==> src/rtl/wb_spi_slave_if.sv <==
// Wishbone classic bus bundle between a host master and the wb_spi_slave register block.
interface wb_spi_slave_if;
    logic [31:0] wb_adr_i;
    logic [31:0] wb_dat_i;
    logic [31:0] wb_dat_o;
    logic [3:0]  wb_sel_i;
    logic        wb_stb_i;
    logic        wb_cyc_i;
    logic        wb_we_i;
    logic        wb_ack_o;

    modport master (
        output wb_adr_i, wb_dat_i, wb_sel_i, wb_stb_i, wb_cyc_i, wb_we_i,
        input  wb_dat_o, wb_ack_o
    );
    modport slave (
        input  wb_adr_i, wb_dat_i, wb_sel_i, wb_stb_i, wb_cyc_i, wb_we_i,
        output wb_dat_o, wb_ack_o
    );
endinterface

==> src/rtl/wb_spi_slave.sv <==
// SPI mode-0 slave (8-bit, MSB first) behind a Wishbone classic register map.
// Define SPI_SLAVE_RXFIFO_EN for a 4-entry RX FIFO; otherwise RX storage is a single byte.
module wb_spi_slave #(
    parameter int clk_freq = 50000000
) (
    input  logic          clk,
    input  logic          rst,
    wb_spi_slave_if.slave wb,
    input  logic          spi_sck,
    input  logic          spi_cs_n,
    input  logic          spi_mosi,
    output logic          spi_miso,
    output logic          spi_miso_oe,
    output logic          intr
);
`ifdef SPI_SLAVE_RXFIFO_EN
    localparam int RX_DEPTH = 4;
`else
    localparam int RX_DEPTH = 1;
`endif

    typedef enum logic [1:0] {IDLE, LOAD, SHIFT} state_t;

    state_t      state_q, state_d;
    logic [1:0]  sck_sync_q, cs_sync_q, mosi_sync_q;
    logic        sck_prev_q, cs_prev_q, live_q, armed_q, armed_d;
    logic [2:0]  bit_cnt_q, bit_cnt_d;
    logic        reload_q, reload_d;
    logic [7:0]  rx_shift_q, rx_shift_d, tx_shift_q, tx_shift_d, tx_hold_q, tx_hold_d;
    logic        tx_empty_q, tx_empty_d, overrun_q, overrun_d, underrun_q, underrun_d;
    logic [1:0]  ctrl_q, ctrl_d;
    logic        ack_q, ack_d, rd_pop_q, rd_pop_d;
    logic [31:0] dat_q, dat_d;
    logic [1:0]  wr_ptr_q, wr_ptr_d, rd_ptr_q, rd_ptr_d;
    logic [2:0]  rx_cnt_q, rx_cnt_d;
    logic        miso_q, miso_d, miso_oe_q, miso_oe_d;
    logic [7:0]  rx_mem [4];

    logic sck_rise, sck_fall, cs_fall, cs_rise, req, wr, tx_wr, st_wr, ctrl_wr, pop;
    logic rx_push, push_ok, load, rx_full, rx_avail, cs_active;
    logic [1:0] reg_sel;
    logic [7:0] rx_byte;
    logic [4:0] status;
    logic unused_bits;

    function automatic logic [1:0] ptr_inc(input logic [1:0] p);
        return (p == 2'(RX_DEPTH - 1)) ? 2'd0 : p + 2'd1;
    endfunction

    assign sck_rise  = sck_sync_q[1] & ~sck_prev_q;
    assign sck_fall  = ~sck_sync_q[1] & sck_prev_q;
    // A falling CS only counts once a genuine high level has been seen since reset.
    assign cs_fall   = ~cs_sync_q[1] & cs_prev_q & armed_q;
    assign cs_rise   = cs_sync_q[1] & ~cs_prev_q;
    assign rx_byte   = {rx_shift_q[6:0], mosi_sync_q[1]};
    assign req       = wb.wb_stb_i & wb.wb_cyc_i;
    assign reg_sel   = wb.wb_adr_i[3:2];
    assign wr        = ack_q & req & wb.wb_we_i & wb.wb_sel_i[0];
    assign tx_wr     = wr & (reg_sel == 2'd1);
    assign st_wr     = wr & (reg_sel == 2'd2);
    assign ctrl_wr   = wr & (reg_sel == 2'd3);
    assign pop       = ack_q & req & rd_pop_q;
    assign rx_full   = (rx_cnt_q == 3'(RX_DEPTH));
    assign rx_avail  = (rx_cnt_q != 3'd0);
    assign cs_active = (state_q != IDLE);
    assign status    = {underrun_q, cs_active, overrun_q, tx_empty_q, rx_avail};
    assign unused_bits = ^{wb.wb_adr_i[31:4], wb.wb_adr_i[1:0], wb.wb_dat_i[31:8], wb.wb_sel_i[3:1]};

    always_comb begin
        state_d    = state_q;
        armed_d    = armed_q | (live_q & cs_sync_q[0]);
        bit_cnt_d  = bit_cnt_q;
        reload_d   = reload_q;
        rx_shift_d = rx_shift_q;
        tx_shift_d = tx_shift_q;
        tx_hold_d  = tx_hold_q;
        tx_empty_d = tx_empty_q;
        overrun_d  = overrun_q;
        underrun_d = underrun_q;
        ctrl_d     = ctrl_q;
        rx_push    = 1'b0;
        load       = 1'b0;

        if (tx_wr) begin
            tx_hold_d  = wb.wb_dat_i[7:0];
            tx_empty_d = 1'b0;
        end
        if (st_wr) begin
            if (wb.wb_dat_i[2]) overrun_d = 1'b0;
            if (wb.wb_dat_i[4]) underrun_d = 1'b0;
        end
        if (ctrl_wr) ctrl_d = wb.wb_dat_i[1:0];

        case (state_q)
            IDLE: if (cs_fall) state_d = LOAD;
            LOAD: begin
                load    = 1'b1;
                state_d = cs_rise ? IDLE : SHIFT;
            end
            SHIFT: begin
                if (cs_rise) begin
                    state_d = IDLE;
                end else if (sck_rise) begin
                    rx_shift_d = rx_byte;
                    bit_cnt_d  = bit_cnt_q + 3'd1;
                    if (bit_cnt_q == 3'd7) begin
                        rx_push  = 1'b1;
                        reload_d = 1'b1;
                    end
                end else if (sck_fall) begin
                    if (reload_q) begin
                        load     = 1'b1;
                        reload_d = 1'b0;
                    end else begin
                        tx_shift_d = {tx_shift_q[6:0], 1'b0};
                    end
                end
            end
            default: state_d = IDLE;
        endcase

        if (cs_rise) begin
            bit_cnt_d = 3'd0;
            reload_d  = 1'b0;
        end

        // A TXDATA write landing on a load goes straight to the shifter.
        if (load) begin
            if (tx_wr) begin
                tx_shift_d = wb.wb_dat_i[7:0];
                tx_empty_d = 1'b1;
            end else if (tx_empty_q) begin
                tx_shift_d = 8'hFF;
                underrun_d = 1'b1;
            end else begin
                tx_shift_d = tx_hold_q;
                tx_empty_d = 1'b1;
            end
        end

        push_ok = rx_push & (~rx_full | pop);
        if (rx_push & ~push_ok) overrun_d = 1'b1;
        wr_ptr_d = push_ok ? ptr_inc(wr_ptr_q) : wr_ptr_q;
        rd_ptr_d = pop ? ptr_inc(rd_ptr_q) : rd_ptr_q;
        rx_cnt_d = rx_cnt_q + {2'b00, push_ok} - {2'b00, pop};

        miso_d    = (state_d != IDLE) ? tx_shift_d[7] : 1'b1;
        miso_oe_d = (state_d != IDLE);

        // Read data is latched on the request cycle; the RX pop happens on the ack cycle.
        ack_d    = req & ~ack_q;
        rd_pop_d = ack_d & ~wb.wb_we_i & (reg_sel == 2'd0) & rx_avail;
        dat_d    = 32'd0;
        if (ack_d & ~wb.wb_we_i) begin
            case (reg_sel)
                2'd0:    dat_d = rx_avail ? {24'd0, rx_mem[rd_ptr_q]} : 32'd0;
                2'd2:    dat_d = {27'd0, status};
                2'd3:    dat_d = {30'd0, ctrl_q};
                default: dat_d = 32'd0;
            endcase
        end
    end

    always_ff @(posedge clk or negedge rst) begin
        if (!rst) begin
            state_q     <= IDLE;
            sck_sync_q  <= 2'b00;
            cs_sync_q   <= 2'b11;
            mosi_sync_q <= 2'b00;
            sck_prev_q  <= 1'b0;
            cs_prev_q   <= 1'b1;
            live_q      <= 1'b0;
            armed_q     <= 1'b0;
            bit_cnt_q   <= 3'd0;
            reload_q    <= 1'b0;
            rx_shift_q  <= 8'd0;
            tx_shift_q  <= 8'd0;
            tx_hold_q   <= 8'd0;
            tx_empty_q  <= 1'b1;
            overrun_q   <= 1'b0;
            underrun_q  <= 1'b0;
            ctrl_q      <= 2'd0;
            ack_q       <= 1'b0;
            rd_pop_q    <= 1'b0;
            dat_q       <= 32'd0;
            wr_ptr_q    <= 2'd0;
            rd_ptr_q    <= 2'd0;
            rx_cnt_q    <= 3'd0;
            miso_q      <= 1'b1;
            miso_oe_q   <= 1'b0;
        end else begin
            state_q     <= state_d;
            sck_sync_q  <= {sck_sync_q[0], spi_sck};
            cs_sync_q   <= {cs_sync_q[0], spi_cs_n};
            mosi_sync_q <= {mosi_sync_q[0], spi_mosi};
            sck_prev_q  <= sck_sync_q[1];
            cs_prev_q   <= cs_sync_q[1];
            live_q      <= 1'b1;
            armed_q     <= armed_d;
            bit_cnt_q   <= bit_cnt_d;
            reload_q    <= reload_d;
            rx_shift_q  <= rx_shift_d;
            tx_shift_q  <= tx_shift_d;
            tx_hold_q   <= tx_hold_d;
            tx_empty_q  <= tx_empty_d;
            overrun_q   <= overrun_d;
            underrun_q  <= underrun_d;
            ctrl_q      <= ctrl_d;
            ack_q       <= ack_d;
            rd_pop_q    <= rd_pop_d;
            dat_q       <= dat_d;
            wr_ptr_q    <= wr_ptr_d;
            rd_ptr_q    <= rd_ptr_d;
            rx_cnt_q    <= rx_cnt_d;
            miso_q      <= miso_d;
            miso_oe_q   <= miso_oe_d;
        end
    end

    always_ff @(posedge clk) begin
        if (push_ok) rx_mem[wr_ptr_q] <= rx_byte;
    end

    assign wb.wb_ack_o = ack_q;
    assign wb.wb_dat_o = dat_q;
    assign spi_miso    = miso_q;
    assign spi_miso_oe = miso_oe_q;
    assign intr        = (ctrl_q[0] & rx_avail) | (ctrl_q[1] & tx_empty_q) | overrun_q;
endmodule

==> src/flat_wrapper.sv <==
// flat-port wrapper written by rule: the top's interface ports become plain ports
module wb_spi_slave_flat 
#(
    parameter int clk_freq = 50000000
)
  (clk, rst, spi_sck, spi_cs_n, spi_mosi, spi_miso, spi_miso_oe, intr, wb_wb_adr_i, wb_wb_dat_i, wb_wb_sel_i, wb_wb_stb_i, wb_wb_cyc_i, wb_wb_we_i, wb_wb_dat_o, wb_wb_ack_o);
  wb_spi_slave_if wb_i ();
  input  logic clk;
  input  logic rst;
  input  logic spi_sck;
  input  logic spi_cs_n;
  input  logic spi_mosi;
  output logic spi_miso;
  output logic spi_miso_oe;
  output logic intr;
  input wire logic [$bits(wb_i.wb_adr_i)-1:0] wb_wb_adr_i;
  input wire logic [$bits(wb_i.wb_dat_i)-1:0] wb_wb_dat_i;
  input wire logic [$bits(wb_i.wb_sel_i)-1:0] wb_wb_sel_i;
  input wire logic [$bits(wb_i.wb_stb_i)-1:0] wb_wb_stb_i;
  input wire logic [$bits(wb_i.wb_cyc_i)-1:0] wb_wb_cyc_i;
  input wire logic [$bits(wb_i.wb_we_i)-1:0] wb_wb_we_i;
  output wire logic [$bits(wb_i.wb_dat_o)-1:0] wb_wb_dat_o;
  output wire logic [$bits(wb_i.wb_ack_o)-1:0] wb_wb_ack_o;
  assign wb_i.wb_adr_i = wb_wb_adr_i;
  assign wb_i.wb_dat_i = wb_wb_dat_i;
  assign wb_i.wb_sel_i = wb_wb_sel_i;
  assign wb_i.wb_stb_i = wb_wb_stb_i;
  assign wb_i.wb_cyc_i = wb_wb_cyc_i;
  assign wb_i.wb_we_i = wb_wb_we_i;
  assign wb_wb_dat_o = wb_i.wb_dat_o;
  assign wb_wb_ack_o = wb_i.wb_ack_o;
  wb_spi_slave #(.clk_freq(clk_freq)) u_core (.clk(clk), .rst(rst), .wb(wb_i), .spi_sck(spi_sck), .spi_cs_n(spi_cs_n), .spi_mosi(spi_mosi), .spi_miso(spi_miso), .spi_miso_oe(spi_miso_oe), .intr(intr));
endmodule
==> config.mk <==
export PLATFORM = sky130hd
export DESIGN_NAME = wb_spi_slave_flat
export DESIGN_NICKNAME = d
export VERILOG_FILES = /design/src/rtl/wb_spi_slave_if.sv /design/src/rtl/wb_spi_slave.sv /design/src/flat_wrapper.sv
export SDC_FILE = /design/constraint.sdc
export NUM_CORES = 1
export LEC_CHECK = 0
export CAP_MARGIN = 15
export CORE_MARGIN = 2
export CORE_UTILIZATION = 40
export DETAILED_ROUTE_END_ITERATION = 10
export PLACE_DENSITY = 0.79
export SETUP_SLACK_MARGIN = 0.05
export SLEW_MARGIN = 20
export SYNTH_ARGS = -nofsm -noshare
export SYNTH_HDL_FRONTEND = slang
export SYNTH_SLANG_ARGS = --single-unit
==> constraint.sdc <==
create_clock -name clk -period 2.8 [get_ports clk]
set_clock_uncertainty 0.05 [all_clocks]
set_input_delay 0.84 -clock clk [delete_from_list [all_inputs] [get_ports clk]]
set_output_delay 0.84 -clock clk [all_outputs]
set_load 0.02 [all_outputs]
### Yosys cells after proc, flatten, opt, wreduce, memory -nomap -nowiden

Memories as Yosys holds them, arrays and structs flattened.
Cells that the tools add are included.
Widths: inputs -> output; s select.

* $mul: 0
* add/sub/neg operators: 5
* reduce and logical (&&, ||, !) cells: 19
* eq/ne operators: 11
* muxes and demuxes: 49
* divide/modulo/power cells: 0
* magnitude comparators: 0
* bitwise gates (word level): 35
* shifts and indexed selects: 0

Operators by type and width (count)
* $pmux 32 s3: 1
* $mux 8: 9
* $mux 32: 1
* $mux 1: 28
* $and 1x1->1: 22
* $reduce_bool 2->1: 8
* $mux 2: 5
* $mux 3: 3
* $not 1->1: 9
* $logic_not 2->1: 4
* $eq 2x2->1 const B: 3
* $ne 2x2->1 const B: 3
* $pmux 2 s3: 1
* $reduce_and 3->1: 2
* $reduce_bool 3->1: 2
* $reduce_and 5->1: 1
* $add 2x1->2 const B: 2
* $eq 2x1->1 const B: 2
* $or 1x1->1: 4
* $reduce_and 2->1: 2
* $add 3x1->3: 1
* $add 3x1->3 const B: 1
* $eq 3x1->1 const B: 1
* $eq 3x3->1 const B: 1
* other kinds (3): 3

* RAM bits: 32
* bits in read-only memories: 0
* bits in latches: 0
* input bits: 76
* memories: 1
* output and inout bits: 36
* register bits: 87

Memories
* u_core.rx_mem: words 4, bits a word 8, rd ports 1, clocked after memory_dff 0, write ports 1, RTL line wb_spi_slave.sv:37 `logic [7:0] rx_mem [4];`

### Logic depth before layout (Yosys ltp)

* depth after elaboration: 10
* gate-level depth with buffers: 9
* mapped depth without buffers: 8

### Worst setup path after synthesis

No wires, ideal clock.

* kind: in2reg
* start point: in wb_wb_stb_i
* end point: reg u_core.rx_cnt_q[2]
* library setup time: 0.123 ns
* cell stages on the path: 7
* path buffers: 1
* data required time: 2.627 ns
* setup slack: 0.378 ns
* arrival: 2.249 ns
* cell sequence: nand4_1 > nor4b_1 > and3b_1 > buf_2 > ha_1 > fa_1 > xnor2_1

* longest elaborated chain between the ends: 7

RTL lines
* start: declaration: RTL line flat_wrapper.sv:19 `input wire logic [$bits(wb_i.wb_stb_i)-1:0] wb_wb_stb_i;`
* $and 1x1->1: RTL line wb_spi_slave.sv:56 `assign req = wb.wb_stb_i & wb.wb_cyc_i;`
* $and 1x1->1 (2 in a row): RTL line wb_spi_slave.sv:62 `assign pop = ack_q & req & rd_pop_q;`
* $or 1x1->1: RTL line wb_spi_slave.sv:141 `push_ok = rx_push & (~rx_full | pop);`
* $and 1x1->1: RTL line wb_spi_slave.sv:141
* net u_core.push_ok: RTL line wb_spi_slave.sv:40 `logic rx_push, push_ok, load, rx_full, rx_avail, cs_active;`
* $add 3x1->3: RTL line wb_spi_slave.sv:145 `rx_cnt_d = rx_cnt_q + {2'b00, push_ok} - {2'b00, pop};`
* $sub 3x1->3: RTL line wb_spi_slave.sv:145
* net u_core.rx_cnt_d[2]: RTL line wb_spi_slave.sv:35 `logic [2:0] rx_cnt_q, rx_cnt_d;`
* end signal: assignment: RTL line wb_spi_slave.sv:214 `rx_cnt_q <= rx_cnt_d;`
* end: declaration: RTL line wb_spi_slave.sv:35

The timed path passes the listed nets, and every way through them passes these cells.
A chain may end at the register's enable or synchronous reset.

### Final worst setup path

* start point: in wb_wb_stb_i
* end point: reg u_core.rx_cnt_q[2]

* longest elaborated chain between the ends: 7

RTL lines (RTL line)
* $and 1x1->1 (*): wb_spi_slave.sv:56
* $and 1x1->1 (*) (2 in a row): wb_spi_slave.sv:62
* $or 1x1->1: wb_spi_slave.sv:141
* $and 1x1->1: wb_spi_slave.sv:141
* $add 3x1->3: wb_spi_slave.sv:145
* $sub 3x1->3 (*): wb_spi_slave.sv:145
* net u_core.rx_cnt_d[2]: wb_spi_slave.sv:35

Mark *: on every way through the listed nets, which the timed path passes. The rest lies on a longest branch.

==> flow_summary.toml <==
[timing]
rsz0062_at_grt = "no"
finalSetupViolCount = 0
whs_ns = 0.312
period_minus_slack_ns = 2.58
finalHoldViolations = 0
slew_viol_final = 0
max_freq_mhz = 388
relSlewSlack_pct = 52.8
fin_crit_sh_pct = 92.1
worst_pin_slew_ns = 0.708

[power]
power_switching_uw = 933
leakage_nw = 2.20
ir_drop_mv = 0.343
p_int_mw = 2.47
swShare_pct = 27.4
clkPwrFrac_pct = 30.6
pwr-share-seq_pct = 51.5
pwr-share-comb_pct = 17.8
p_per_area_mw_per_mm2 = 680

[routing]
via_count = 2375
drt-total-wl_mm = 7.19
wire_per_inst_microns = 14.6
drtIter0Drc = 79
drc = 0
drt-pass1-iter-count = 4
postRouteAntennaNets = 0
vias_per_cell = 4.82

[setup_path]
worstRegToRegCells = 8
path_depth = 7
end_kind = "flop"
crit_family = "simple AND/OR/NAND/NOR gates"
crit_path_end = "u_core.rx_cnt_q[2]"
crit_slowest_cell = "clkdlybuf4s50_1"
crit_buf_inv = 1
cpPeakStageDelay_ns = 0.43
cp.required_ns = 3.01
regToRegSetupSlack_ns = 0.53
crit_type = "in -> reg"
critical_path.cell_chain = "clkdlybuf4s50_1, nand4_1, nor4b_1, and3b_1, ha_1, fa_1, xnor2_1"
worstSetupStartpointType = "primary input"
reg2reg_from = "u_core.state_q[0]"
rr_endpoint = "u_core.rx_mem[1][2]"
worstPathMaxFanout = 2
cp.arrival_ns = 2.79
crit_start = "wb_wb_stb_i"

[grt]
grt_start_max_net_pins = 30
grt_pass1_vias = 2534
antenna_found_initial = 0
grt_use_total_pct = 14.2
grt_overflow = 0
grt_pass1_wl_mm = 12.4

[clock_tree]
cts_tree = "built"
cts-root-buf = "clkbuf_8"
numCtsBuffers = 9
hold_buffers = 0
htree_levels = 3
clk_latency_ns = 0.37
cts_buffer_depth = 2
clkTransAtPathRegs_ns = 0.09
cts.sinks = 95

[synth]
synthesis.area_sq_mm = 0.00423
yosysWarnings = 0
ys_seq_elements = 95
synthArstFlopShare_pct = 66.3
synth_edf_count = 32
ys_types = 46
syn_area_per_cell_sq_um = 14.0
synth_flop_cell = "dfrtp_1"
ys_seq_area_share_pct = 60.1
synth_cells = 302

[die]
core_area_sq_mm = 0.0103
die_x_microns = 107
die_h_microns = 107
start_util_pct = 41.0
io_pins = 112
num_rows = 37
fp.dieArea_sq_mm = 0.0114

[final_layout]
drive_above_1_share_pct = 22.7
n_antenna_cell = 0
area_growth_pct = 18.2
postLayoutCellArea_sq_mm = 0.00501
layout_commonest_cell = "dfrtp_1"
nets = 443
final_cell_mix = "dfrtp_1 (58), edfxtp_1 (32), clkdlybuf4s50_1 (28), conb_1 (25), mux2i_1 (24)"

[placed_design]
portBuffers = 30
place_hpwl_mm = 5.17
place_area_sq_mm = 0.00477
gp_congestion = 0.823

[min_path]
min_path_type = "reg -> reg"

[job]
drv_cap = 0

[run_status]
status = "finished clean"
[area by class of cell]
class / instances / area [sq um]
tap: 136 / 170
clock buffer: 10 / 138
inverter: 20 / 75.1
multi-input combinational: 179 / 1480
sequential: 95 / 2540
fill: 891 / 5320
timing repair buffer: 47 / 497
clock inverter: 6 / 100
[cells by family after synthesis]
family                   Yosys count  share of synthesized area, %
AO/OA/AOI/OAI                     27                          4.61
other                              2                         0.177
XOR/XNOR                           3                         0.621
buffers and inverters             51                          6.94
flip-flops                        95                          60.1
AND/OR/NAND/NOR                   59                          8.24
adder cells (fa/ha/maj)           15                          4.61
multiplexers                      50                          14.7
[layer usage]
metal  wire [microns]  track usage (%)
met5                0                0
met3              252             4.38
met4              107             5.01
met1             3080             16.7
met2             3750             24.7
[power by group through the flow]
stage               Clock, mW  Sequential [mW]  Combinational [mW]
floorplan                   0             1.74               0.469
global placement            0             1.77               0.590
detailed placement          0             1.78               0.614
CTS                      1.08             1.75               0.618
global route             1.15             1.78               0.677
finish                   1.04             1.75               0.607
[state kept, by name, indices dropped and copies added (netlist names), 2 cells and up]
signal,flops
u_core.tx_shift_q,8
u_core.wr_ptr_q,2
u_core.bit_cnt_q,3
u_core.mosi_sync_q,2
u_core.ctrl_q,2
u_core.rx_cnt_q,3
u_core.rx_mem,32
u_core.sck_sync_q,2
u_core.cs_sync_q,2
u_core.tx_hold_q,8
u_core.wb.wb_dat_o,8
u_core.rx_shift_q,7
u_core.rd_ptr_q,2
u_core.state_q,2
[worst min-delay path by stage]
stage,endpoint,depth (start not counted),startpoint
floorplan,u_core.mosi_sync_q[1],0,u_core.mosi_sync_q[0]
global route,u_core.sck_sync_q[1],0,u_core.sck_sync_q[0]
detailed placement,u_core.sck_sync_q[1],0,u_core.sck_sync_q[0]
finish,u_core.sck_sync_q[1],0,u_core.sck_sync_q[0]
global placement,u_core.mosi_sync_q[1],0,u_core.mosi_sync_q[0]
CTS,u_core.sck_sync_q[1],0,u_core.sck_sync_q[0]
[worst register-to-register path, stage by stage (launching register included)]
cell and delay (ns):
dfrtp_1 0.43, inv_1 0.13, ha_1 0.25, nand3b_1 0.26, nor2_4 0.16, and3b_1 0.25
buf_4 0.16, and2_1 0.17, buf_12 0.14
[synthesized netlist by cell type (all sizes together), types with 3 or more instances]
cell type	instances	share of area [%]
mux2i	24	5.7
ha	14	4.1
o21ai	8	0.95
nand3b	3	0.53
a21oi	3	0.35
inv	20	1.8
mux4	8	4.3
and2	5	0.74
o2bb2ai	3	0.62
mux2	18	4.8
dfrtp	58	34
edfxtp	32	23
or2	10	1.5
nor2	10	1.1
buf	29	5.0
nand2	12	1.1
nor2b	5	0.74
dfstp	5	3.1
[metrics by stage]
step           TNS [ns]  power, mW  cells  util [%]  setup slack, ns
2_1_floorplan         0       2.21    325         -            0.378
3_3_place_gp      -1.07       2.36    477      46.2           -0.128
3_5_place_dp      -1.52       2.39    477      46.2           -0.138
4_1_cts               0       3.45    493      48.5            0.245
5_1_grt               0       3.60    493      48.5           0.0849
6_report              0       3.40    493      48.5            0.220
[what timing repair did]
action,in CTS,in global routing
setup buffers,0,0
endpoints found under the setup margin,1,0
resized for setup,1,0
No activity file was read; power rests on OpenSTA's default activity.
